File: src/rtl/tl_inflight_monitor.sv
// Passive TileLink-UL in-flight monitor. Tracks outstanding A-channel
// requests by source ID, checks every D-channel response against its table
// entry, and reports protocol violations as a registered one-cycle error
// pulse, a lowest-code error number and a sticky per-code error vector.
module tl_inflight_monitor #(
    parameter int SOURCE_BITS    = 12,
    parameter int ADDR_BITS      = 15,
    parameter int MASK_BITS      = 4,
    parameter int SIZE_BITS      = 2,
    parameter int MAX_INFLIGHT   = 8,
    parameter int TIMEOUT_CYCLES = 1024
) (
    input  logic                   clock,
    input  logic                   reset,
    input  logic                   a_valid,
    input  logic                   a_ready,
    input  logic [2:0]             a_opcode,
    input  logic [2:0]             a_param,
    input  logic [SIZE_BITS-1:0]   a_size,
    input  logic [SOURCE_BITS-1:0] a_source,
    input  logic [ADDR_BITS-1:0]   a_address,
    input  logic [MASK_BITS-1:0]   a_mask,
    input  logic                   a_corrupt,
    input  logic                   d_valid,
    input  logic                   d_ready,
    input  logic [2:0]             d_opcode,
    input  logic [SIZE_BITS-1:0]   d_size,
    input  logic [SOURCE_BITS-1:0] d_source,
    output logic                   err_valid,
    output logic [3:0]             err_code,
    output logic [15:0]            err_sticky,
    output logic [5:0]             inflight_count
);

    localparam int AGE_W   = (TIMEOUT_CYCLES > 0) ? $clog2(TIMEOUT_CYCLES + 1) : 1;
    localparam int IDX_W   = (MAX_INFLIGHT > 1) ? $clog2(MAX_INFLIGHT) : 1;
    localparam int LG_MASK = $clog2(MASK_BITS);
    localparam logic [AGE_W-1:0] AGE_MAX = AGE_W'(TIMEOUT_CYCLES);
    localparam logic TMO_EN = (TIMEOUT_CYCLES > 0);

    // True when addr is not a multiple of 2^sz.
    function automatic logic misaligned(input logic [ADDR_BITS-1:0] addr,
                                        input logic [SIZE_BITS-1:0] sz);
        logic [ADDR_BITS-1:0] low_mask;
        low_mask = (ADDR_BITS'(1) << sz) - ADDR_BITS'(1);
        return |(addr & low_mask);
    endfunction

    // Lowest set code number in a failure vector; 0 when nothing failed.
    function automatic logic [3:0] lowest_code(input logic [15:0] f);
        logic [3:0] code;
        code = 4'd0;
        for (int k = 15; k >= 1; k--) begin
            code = f[k] ? 4'(k) : code;
        end
        return code;
    endfunction

    // Tracking table
    logic [MAX_INFLIGHT-1:0] valid_q;
    logic [MAX_INFLIGHT-1:0] tflag_q;
    logic [MAX_INFLIGHT-1:0] expd_q;
    logic [SOURCE_BITS-1:0]  src_q  [MAX_INFLIGHT];
    logic [SIZE_BITS-1:0]    size_q [MAX_INFLIGHT];
    logic [AGE_W-1:0]        age_q  [MAX_INFLIGHT];

    // Previous-cycle A channel snapshot for the stall-stability check
    logic                    stall_q;
    logic [2:0]              prev_opcode_q;
    logic [2:0]              prev_param_q;
    logic [SIZE_BITS-1:0]    prev_size_q;
    logic [SOURCE_BITS-1:0]  prev_source_q;
    logic [ADDR_BITS-1:0]    prev_address_q;
    logic [MASK_BITS-1:0]    prev_mask_q;
    logic                    prev_corrupt_q;

    // Output registers
    logic                    err_valid_q;
    logic [3:0]              err_code_q;
    logic [15:0]             err_sticky_q;
    logic [5:0]              count_q;

    // Combinational decode
    logic                    a_fire_s;
    logic                    d_fire_s;
    logic [MAX_INFLIGHT-1:0] d_match_s;
    logic                    d_hit_s;
    logic [IDX_W-1:0]        d_idx_s;
    logic                    retire_s;
    logic [MAX_INFLIGHT-1:0] retire_vec_s;
    logic [MAX_INFLIGHT-1:0] live_s;
    logic [MAX_INFLIGHT-1:0] a_match_s;
    logic                    dup_s;
    logic                    free_found_s;
    logic [IDX_W-1:0]        free_idx_s;
    logic                    opc_ok_s;
    logic                    alloc_s;
    logic [MAX_INFLIGHT-1:0] to_vec_s;
    logic                    a_changed_s;
    logic [15:0]             fail_s;
    logic                    err_valid_d;
    logic [3:0]              err_code_d;

    // Per-entry source comparison against the D response and timeout detect.
    always_comb begin
        a_fire_s  = a_valid & a_ready;
        d_fire_s  = d_valid & d_ready;
        d_match_s = '0;
        to_vec_s  = '0;
        for (int i = 0; i < MAX_INFLIGHT; i++) begin
            d_match_s[i] = valid_q[i] & (src_q[i] == d_source);
            to_vec_s[i]  = TMO_EN & valid_q[i] & ~tflag_q[i] & (age_q[i] == AGE_MAX);
        end
    end

    // Retire first, then look up the A request against the surviving entries.
    always_comb begin
        d_hit_s      = 1'b0;
        d_idx_s      = '0;
        retire_vec_s = '0;
        a_match_s    = '0;
        free_found_s = 1'b0;
        free_idx_s   = '0;
        for (int i = MAX_INFLIGHT - 1; i >= 0; i--) begin
            d_hit_s = d_hit_s | d_match_s[i];
            d_idx_s = d_match_s[i] ? IDX_W'(i) : d_idx_s;
        end
        retire_s = d_fire_s & d_hit_s;
        for (int i = 0; i < MAX_INFLIGHT; i++) begin
            retire_vec_s[i] = retire_s & (d_idx_s == IDX_W'(i));
        end
        live_s = valid_q & ~retire_vec_s;
        for (int i = MAX_INFLIGHT - 1; i >= 0; i--) begin
            a_match_s[i] = live_s[i] & (src_q[i] == a_source);
            free_found_s = free_found_s | ~live_s[i];
            free_idx_s   = live_s[i] ? free_idx_s : IDX_W'(i);
        end
        dup_s    = |a_match_s;
        opc_ok_s = (a_opcode == 3'd0) | (a_opcode == 3'd1) | (a_opcode == 3'd4);
        alloc_s  = a_fire_s & opc_ok_s & ~dup_s & free_found_s;
    end

    // Collect every failing check this cycle and pick the lowest code.
    always_comb begin
        a_changed_s = (a_opcode != prev_opcode_q) | (a_param != prev_param_q) |
                      (a_size != prev_size_q) | (a_source != prev_source_q) |
                      (a_address != prev_address_q) | (a_mask != prev_mask_q) |
                      (a_corrupt != prev_corrupt_q);
        fail_s      = 16'd0;
        fail_s[1]   = a_fire_s & ~opc_ok_s;
        fail_s[2]   = a_fire_s & (misaligned(a_address, a_size) |
                                  (int'(a_size) > LG_MASK) | (a_param != 3'd0));
        fail_s[3]   = a_fire_s & dup_s;
        fail_s[4]   = a_fire_s & opc_ok_s & ~dup_s & ~free_found_s;
        fail_s[5]   = d_fire_s & ~d_hit_s;
        fail_s[6]   = retire_s & (d_opcode != (expd_q[d_idx_s] ? 3'd1 : 3'd0));
        fail_s[7]   = retire_s & (d_size != size_q[d_idx_s]);
        fail_s[8]   = |to_vec_s;
        fail_s[9]   = stall_q & a_valid & a_changed_s;
        fail_s[10]  = a_fire_s & (a_opcode == 3'd4) & a_corrupt;
        err_valid_d = |fail_s;
        err_code_d  = lowest_code(fail_s);
    end

    // Tracking table: allocate, retire, age and mark timed-out entries.
    always_ff @(posedge clock or negedge reset) begin
        if (!reset) begin
            valid_q <= '0;
            tflag_q <= '0;
            expd_q  <= '0;
            for (int i = 0; i < MAX_INFLIGHT; i++) begin
                src_q[i]  <= '0;
                size_q[i] <= '0;
                age_q[i]  <= '0;
            end
        end else begin
            for (int i = 0; i < MAX_INFLIGHT; i++) begin
                if (alloc_s && (free_idx_s == IDX_W'(i))) begin
                    valid_q[i] <= 1'b1;
                    src_q[i]   <= a_source;
                    size_q[i]  <= a_size;
                    expd_q[i]  <= (a_opcode == 3'd4);
                    age_q[i]   <= '0;
                    tflag_q[i] <= 1'b0;
                end else if (retire_vec_s[i]) begin
                    valid_q[i] <= 1'b0;
                    age_q[i]   <= '0;
                    tflag_q[i] <= 1'b0;
                end else if (valid_q[i]) begin
                    if (age_q[i] != AGE_MAX) begin
                        age_q[i] <= age_q[i] + AGE_W'(1);
                    end
                    tflag_q[i] <= tflag_q[i] | to_vec_s[i];
                end
            end
        end
    end

    // Remember last cycle's A channel so a stalled request can be checked for stability.
    always_ff @(posedge clock or negedge reset) begin
        if (!reset) begin
            stall_q        <= 1'b0;
            prev_opcode_q  <= '0;
            prev_param_q   <= '0;
            prev_size_q    <= '0;
            prev_source_q  <= '0;
            prev_address_q <= '0;
            prev_mask_q    <= '0;
            prev_corrupt_q <= 1'b0;
        end else begin
            stall_q        <= a_valid & ~a_ready;
            prev_opcode_q  <= a_opcode;
            prev_param_q   <= a_param;
            prev_size_q    <= a_size;
            prev_source_q  <= a_source;
            prev_address_q <= a_address;
            prev_mask_q    <= a_mask;
            prev_corrupt_q <= a_corrupt;
        end
    end

    // Registered error reporting and occupancy count.
    always_ff @(posedge clock or negedge reset) begin
        if (!reset) begin
            err_valid_q  <= 1'b0;
            err_code_q   <= 4'd0;
            err_sticky_q <= 16'd0;
            count_q      <= 6'd0;
        end else begin
            err_valid_q  <= err_valid_d;
            err_code_q   <= err_code_d;
            err_sticky_q <= err_sticky_q | fail_s;
            count_q      <= count_q + 6'(alloc_s) - 6'(retire_s);
        end
    end

    assign err_valid      = err_valid_q;
    assign err_code       = err_code_q;
    assign err_sticky     = err_sticky_q;
    assign inflight_count = count_q;

endmodule
File: config.mk
export PLATFORM = sky130hd
export DESIGN_NAME = tl_inflight_monitor
export DESIGN_NICKNAME = d
export VERILOG_FILES = /design/src/rtl/tl_inflight_monitor.sv
export SDC_FILE = /design/constraint.sdc
export NUM_CORES = 1
export LEC_CHECK = 0
export BUFFER_PORTS_ARGS = -buffer_cell sky130_fd_sc_hd__buf_2
export CORE_MARGIN = 2
export CORE_UTILIZATION = 35
export DETAILED_ROUTE_END_ITERATION = 16
export GPL_ROUTABILITY_DRIVEN = 0
export SLEW_MARGIN = 0
export SYNTH_ARGS = -nofsm -noshare
export SYNTH_HDL_FRONTEND = slang
export SYNTH_SLANG_ARGS = --single-unit
File: constraint.sdc
create_clock -name clock -period 3.9 [get_ports clock]
set_clock_uncertainty 0.15 [all_clocks]
set_input_delay 0.975 -clock clock [delete_from_list [all_inputs] [get_ports clock]]
set_output_delay 0.975 -clock clock [all_outputs]
set_load 0.03 [all_outputs]
Yosys cells after proc, flatten, opt, wreduce, memory -nomap -nowiden. Cells that the tools add are included.

Register bits: 292. Bits in latches: 0. RAM bits: 0. Memory bits (read-only): 0. Bits of input ports: 63. Output and inout bits: 27. Memories: 0.

Add/sub/neg operators: 11. Multiply operators: 0. Div/mod/pow operators: 0. Magnitude comparators: 3. Equality and inequality tests: 57. Shift-type cells: 1. Multiplexer cells: 104. Bitwise operators: 116. Reduce and logical (&&, ||, !) cells: 48.

Operator list (number): two-way mux 11 bit (32); equality test 12 bit (16); adder 11 x 1 -> 11 bit (second input constant) (8); equality test 11 bit (second input constant) (8); != test 11 bit (second input constant) (8); AND 1 bit (58); nonzero test 3 bit (17); two-way mux 3 bit (16); two-way mux 1 bit (42); two-way mux 4 bit (10); OR 1 bit (32); equality test 3 bit (second input constant) (9); inverter 1 bit (21); OR reduction 17 bit (1); OR 16 x 11 -> 16 bit (1); AND reduction 2 bit (8); nonzero test 2 bit (8); OR reduction 8 bit (2); AND 15 bit (1); != test 15 bit (1); OR reduction 15 bit (1); << shifter 1 x 2 -> 15 bit (first input constant) (1); subtractor 15 x 2 -> 15 bit (second input constant) (1); equality test 3 x 2 -> 1 bit (second input constant) (4); other kinds (20) (34).

Longest topological paths before layout.
Depth after elaboration: 28. Mapped depth: 20. Depth with buffers taken out: 18.

Worst setup path after synthesis. OpenSTA, ideal clock, no wires.

Kind: input to register. Start: input port d_source[11]. End: register count_q[4], in the netlist inflight_count[4]. Library setup time: 123 ps. Arrival: 4680 ps. Setup slack: -1052 ps. Cell stages on the path: 19. Path buffers: 2. Path through: buf_4 -> xnor2_1 -> nand3_1 -> or4_1 -> a211oi_1 -> mux2i_1 -> a21oi_1 -> or3_1 -> buf_2 -> a21o_1 -> ha_1 -> inv_1 -> ha_1 -> inv_1 -> fa_1 -> inv_1 -> a21o_1 -> a21oi_1 -> xnor2_1.

Cells in the longest elaborated chain, start to end: 25.

RTL lines: start: declaration (line 28) `input logic [SOURCE_BITS-1:0] d_source,`; equality test 12 bit (line 111) `d_match_s[i] = valid_q[i] & (src_q[i] == d_source);`; AND 1 bit (line 111); two-way mux 3 bit (8 in a row) (line 126) `d_idx_s = d_match_s[i] ? IDX_W'(i) : d_idx_s;`; equality test 3 bit (line 130) `retire_vec_s[i] = retire_s & (d_idx_s == IDX_W'(i));`; AND 1 bit (line 130); inverter 8 bit (line 132) `live_s = valid_q & ~retire_vec_s;`; AND 8 bit (line 132); inverter 1 bit (line 135) `free_found_s = free_found_s | ~live_s[i];`; OR 1 bit (7 in a row) (line 135); AND 1 bit (line 140) `alloc_s = a_fire_s & opc_ok_s & ~dup_s & free_found_s;`; adder 6 x 1 -> 6 bit (line 233) `count_q <= count_q + 6'(alloc_s) - 6'(retire_s);`; subtractor 6 x 1 -> 6 bit (*) (line 233); end signal: assignment (line 233); end: declaration (line 81) `logic [5:0] count_q;`.

Every way passes the cells marked *; elsewhere a longest branch is shown, timed or not. A chain may end at the register's enable or synchronous reset.

Final worst setup path.
Start: input port d_source[5]. End: register src_q[44] in the netlist's numbering.

Cells in the longest elaborated chain, start to end: 24.

RTL lines: equality test 12 bit (line 111); AND 1 bit (line 111); two-way mux 3 bit (8 in a row) (line 126); equality test 3 bit (line 130); AND 1 bit (line 130); inverter 8 bit (*) (line 132); AND 8 bit (*) (line 132); two-way mux 3 bit / inverter 1 bit (equally long branches) (line 136, 135); two-way mux 3 bit / OR 1 bit (equally long branches) (7 in a row) (line 136, 135); equality test 3 bit / AND 1 bit (equally long branches) (line 178, 140); logical AND 1 bit (*) (line 178) `if (alloc_s && (free_idx_s == IDX_W'(i))) begin`; end signal: indexed assignment (line 180) `src_q[i] <= a_source;`; end: declaration (line 63) `logic [SOURCE_BITS-1:0] src_q [MAX_INFLIGHT];`.

Marked as above.

==> results.md <==
* Fill count at 3972
* Grt total ovfl at 0
* Min Tclk post-route at 4.255 ns
* Pin count of the biggest net entering global routing at 92
* Async SR Flop Fraction at 1.000
* Hold buffer count at cts at 0
* Crit Path Category: input port to flop
* Avg Vias per Cell at 5.015
* Placed cell count at 2302
* Failing checks: negative setup slack
* GR Util met3 at 0.02596
* CP Launch Type: input port
* Mapped cell area at 0.01553 mm2
* Normalized max-slew margin at 0.4655
* Remaining antenna violation count at 0
* IO Pins at 90
* Synth Area in Adders at 0.01982
* M2 GR Usage at 0.3116
* Clock-pin slew on the worst setup and hold paths at 0.07 ns
* Fin. max-slew vios at 0
* Final Cycle Share at 1.091
* Antenna diodes at 0
* Synthesized area per cell at 10.76 um2
* WL/cell at 18.41 um
* Synth Area in Compound Gates at 0.04061
* Die X-Extent at 214.6 um
* Core area at 0.04403 mm2
* Post-Synth XOR/XNOR Area at 0.1794
* Initial antenna violation count at 0
* Max Clk Rate at 0.2350 GHz
* CP Data Required Time at 4.21 ns
* Combinational family with the most area after synthesis: XOR/XNOR gates
* Final Hold Vio Count at 0
* Synth Instances at 1443
* Worst Setup End Kind: flop
* Synth Flop Type: dfrtp_1
* Via count at 12020
* Full die area at 0.04607 mm2
* Clock buffer depth at 3
* IR drop worst, VDD at 432.9 uV
* Status: complete, but fails checks
* # H-tree levels at 1
* Top cell type's share of synthesized area at 0.4609
* Number of flops mapped to enable cells by yosys at 0
* FF+latch count, synth at 286
* Final worst setup slack at -0.3545 ns
* Clk_lat worst skew at 0.58 ns
* Synth area leader: dfrtp_1
* Max-cap violations at 0
* I/O Buffers at 83
* Clock sink total at 286
* Busiest metal layer after global routing: met2
* Met1 Use GR at 0.2559
* Fin Hold WS at 0.2861 ns
* Max FO, Critical Path at 13
* # setup viols final at 221
* Layout cells sized above 1 at 0.3878
* CTS root buf: clkbuf_16
* Die height at 214.6 um
* Distinct cells, synth at 67
* Worst Path Arrival at 4.56 ns
* Class of the worst hold path: input port to asynchronous set/reset pin
* Pwr/cell area at 593.6 mW/mm2
* Row cnt at 77
* Starting density of the core at 0.3527
* # DRC at 0
* Main area contributors after synthesis: dfrtp_1 (46%), xnor2_1 (11%), xor2_1 (6.5%)
* CTS tree: done
* YS warnings at 0
* RSZ-0062 raised after global routing: yes
* Drt pass-1 iters at 6
* Place WS at -1.011 ns
* Worst Tran Pin Value at 0.7934 ns
* # nets final at 1869
* Area growth syn-to-layout at 36.81%
* Fin cells at 2397
* Initial DRC count at 703
* Fin util at 0.4825
* WL final at 44130 um
* HPWL after DPL at 31420 um
* Post-synthesis mux area share at 0.1010
* Vias in the first global route at 12260
* CTS buffer count at 31
* Leakage at 9.658 nW
* Total GRT Usage at 0.1859
* Simple-gate portion of the synthesized area at 0.1584
* First-pass GRT wire length at 68500 um
* Sequential area share after synthesis at 0.4609
cell usage in the layout (no fill, tap or decap), types with 8 or more instances in the layout:
cell       count
nand2_1       66
buf_12        28
nor3_4         9
nand2b_1       8
mux2_2        60
nand3_1       39
clkbuf_16     35
xor2_1       116
nor2_1       113
buf_2         70
or2_2         11
mux2_4        58
xnor2_2       42
ha_1          20
nor4_1        37
nand4_1       72
mux2i_1       10
a21oi_1       20
dfrtp_1      286
inv_1         46
buf_4        246
clkbuf_8      11
buf_6         20
nor3_1        10
a21o_1        10
xnor2_1      158
and3_1        13
Yosys cell counts, types with 14 or more instances:
cell	instances
nor2_1	122
nand2_1	72
mux2_4	19
nand3_1	45
xnor2_1	202
ha_1	23
dfrtp_1	286
buf_2	16
clkbuf_1	40
nor3_1	24
inv_1	51
nor4_1	41
and3_1	14
a21oi_1	26
xor2_1	116
nand4_1	72
mux2_2	88
cell type report:
| class | instances | area [um2] | area share |
|---|---|---|---|
| inverters | 51 | 191.4 | 0.009011 |
| repair buffers | 374 | 3198 | 0.1505 |
| clock buffers | 46 | 942.2 | 0.04435 |
| well taps | 592 | 740.7 | 0.03487 |
| clock inverters | 10 | 128.9 | 0.006066 |
| flip-flops and latches | 286 | 7157 | 0.3369 |
| multi-input cells | 1038 | 8886 | 0.4183 |
path summary, 6_finish.rpt:
| kind | endpoint | from | cells past startpoint | slack (ns) |
|---|---|---|---|---|
| worst max-delay path | src_q[44] | d_source[5] | 20 | -0.35 |
| worst min-delay path | age_q[18] | reset | 1 | 0.29 |
| worst max register to register | src_q[44] | src_q[65] | 18 | -0.25 |
| worst min register to register | err_sticky[8] | err_sticky[8] | 1 | 0.31 |
| max in group asynchronous | err_sticky[6] | reset | 2 | 2.43 |
| min in group clock | err_sticky[8] | err_sticky[8] | 1 | 0.31 |
per-layer routing:
metal | part of all wire | wire (um)
met5 | 0 | 0
met4 | 0.019 | 856
met3 | 0.043 | 1886
met2 | 0.47 | 20940
met1 | 0.46 | 20450
sequential cells by signal (all words and copies together), names as in the netlist, 2 cells and up:
register and flops:
expd_q 8, tflag_q 8, inflight_count 6, prev_source_q 12, prev_param_q 3, age_q 88
err_sticky 10, prev_address_q 15, valid_q 8, prev_size_q 2, prev_opcode_q 3, src_q 96
size_q 16, prev_mask_q 4, err_code 4
report_power, final:
part	switching, mW	total (mW)	internal [mW]	leakage (nW)
Sequential	0.946	4.82	3.87	3.53
Combinational	2.12	4.70	2.58	5.59
Clock	1.23	3.09	1.86	0.536
what timing repair did:
action	4_1_cts	5_1_grt
endpoints found under the setup margin	208	232
cloned	3	8
resized for setup	91	94
buffers inserted	14	17
pin swaps	41	67
worst max-delay path: stages:
cell and delay (ns):
buf_12 0.12, buf_6 0.12, xnor2_4 0.13, nand4_1 0.15, buf_4 0.18, nor4_4 0.38, o21ai_4 0.10, buf_4 0.14
buf_6 0.10, buf_4 0.12, a32o_2 0.28, buf_6 0.14, o21ai_2 0.18, nand2_1 0.09, nand3_2 0.11, a31oi_4 0.10
buf_4 0.15, or4_4 0.48, buf_12 0.19, mux2_4 0.30
per-stage QoR:
step,power [mW],setup TNS (ns),instance area (um2)
final,12.61,-39.02,21240
after global routing,13.35,-68.08,21240
after CTS,12.35,-14.98,20510
after detailed placement,9.017,-174.64,18820
after global placement,8.890,-168.04,18820
after floorplan,7.408,-50.02,16120
kinds of logic after synthesis:
family / Yosys count
compound gates: 94
buf+inv: 128
fa+ha+maj: 24
flops: 286
mux: 131
simple gates: 461
other cells: 1
xor+xnor: 318
No activity file was read; power rests on OpenSTA's default activity.
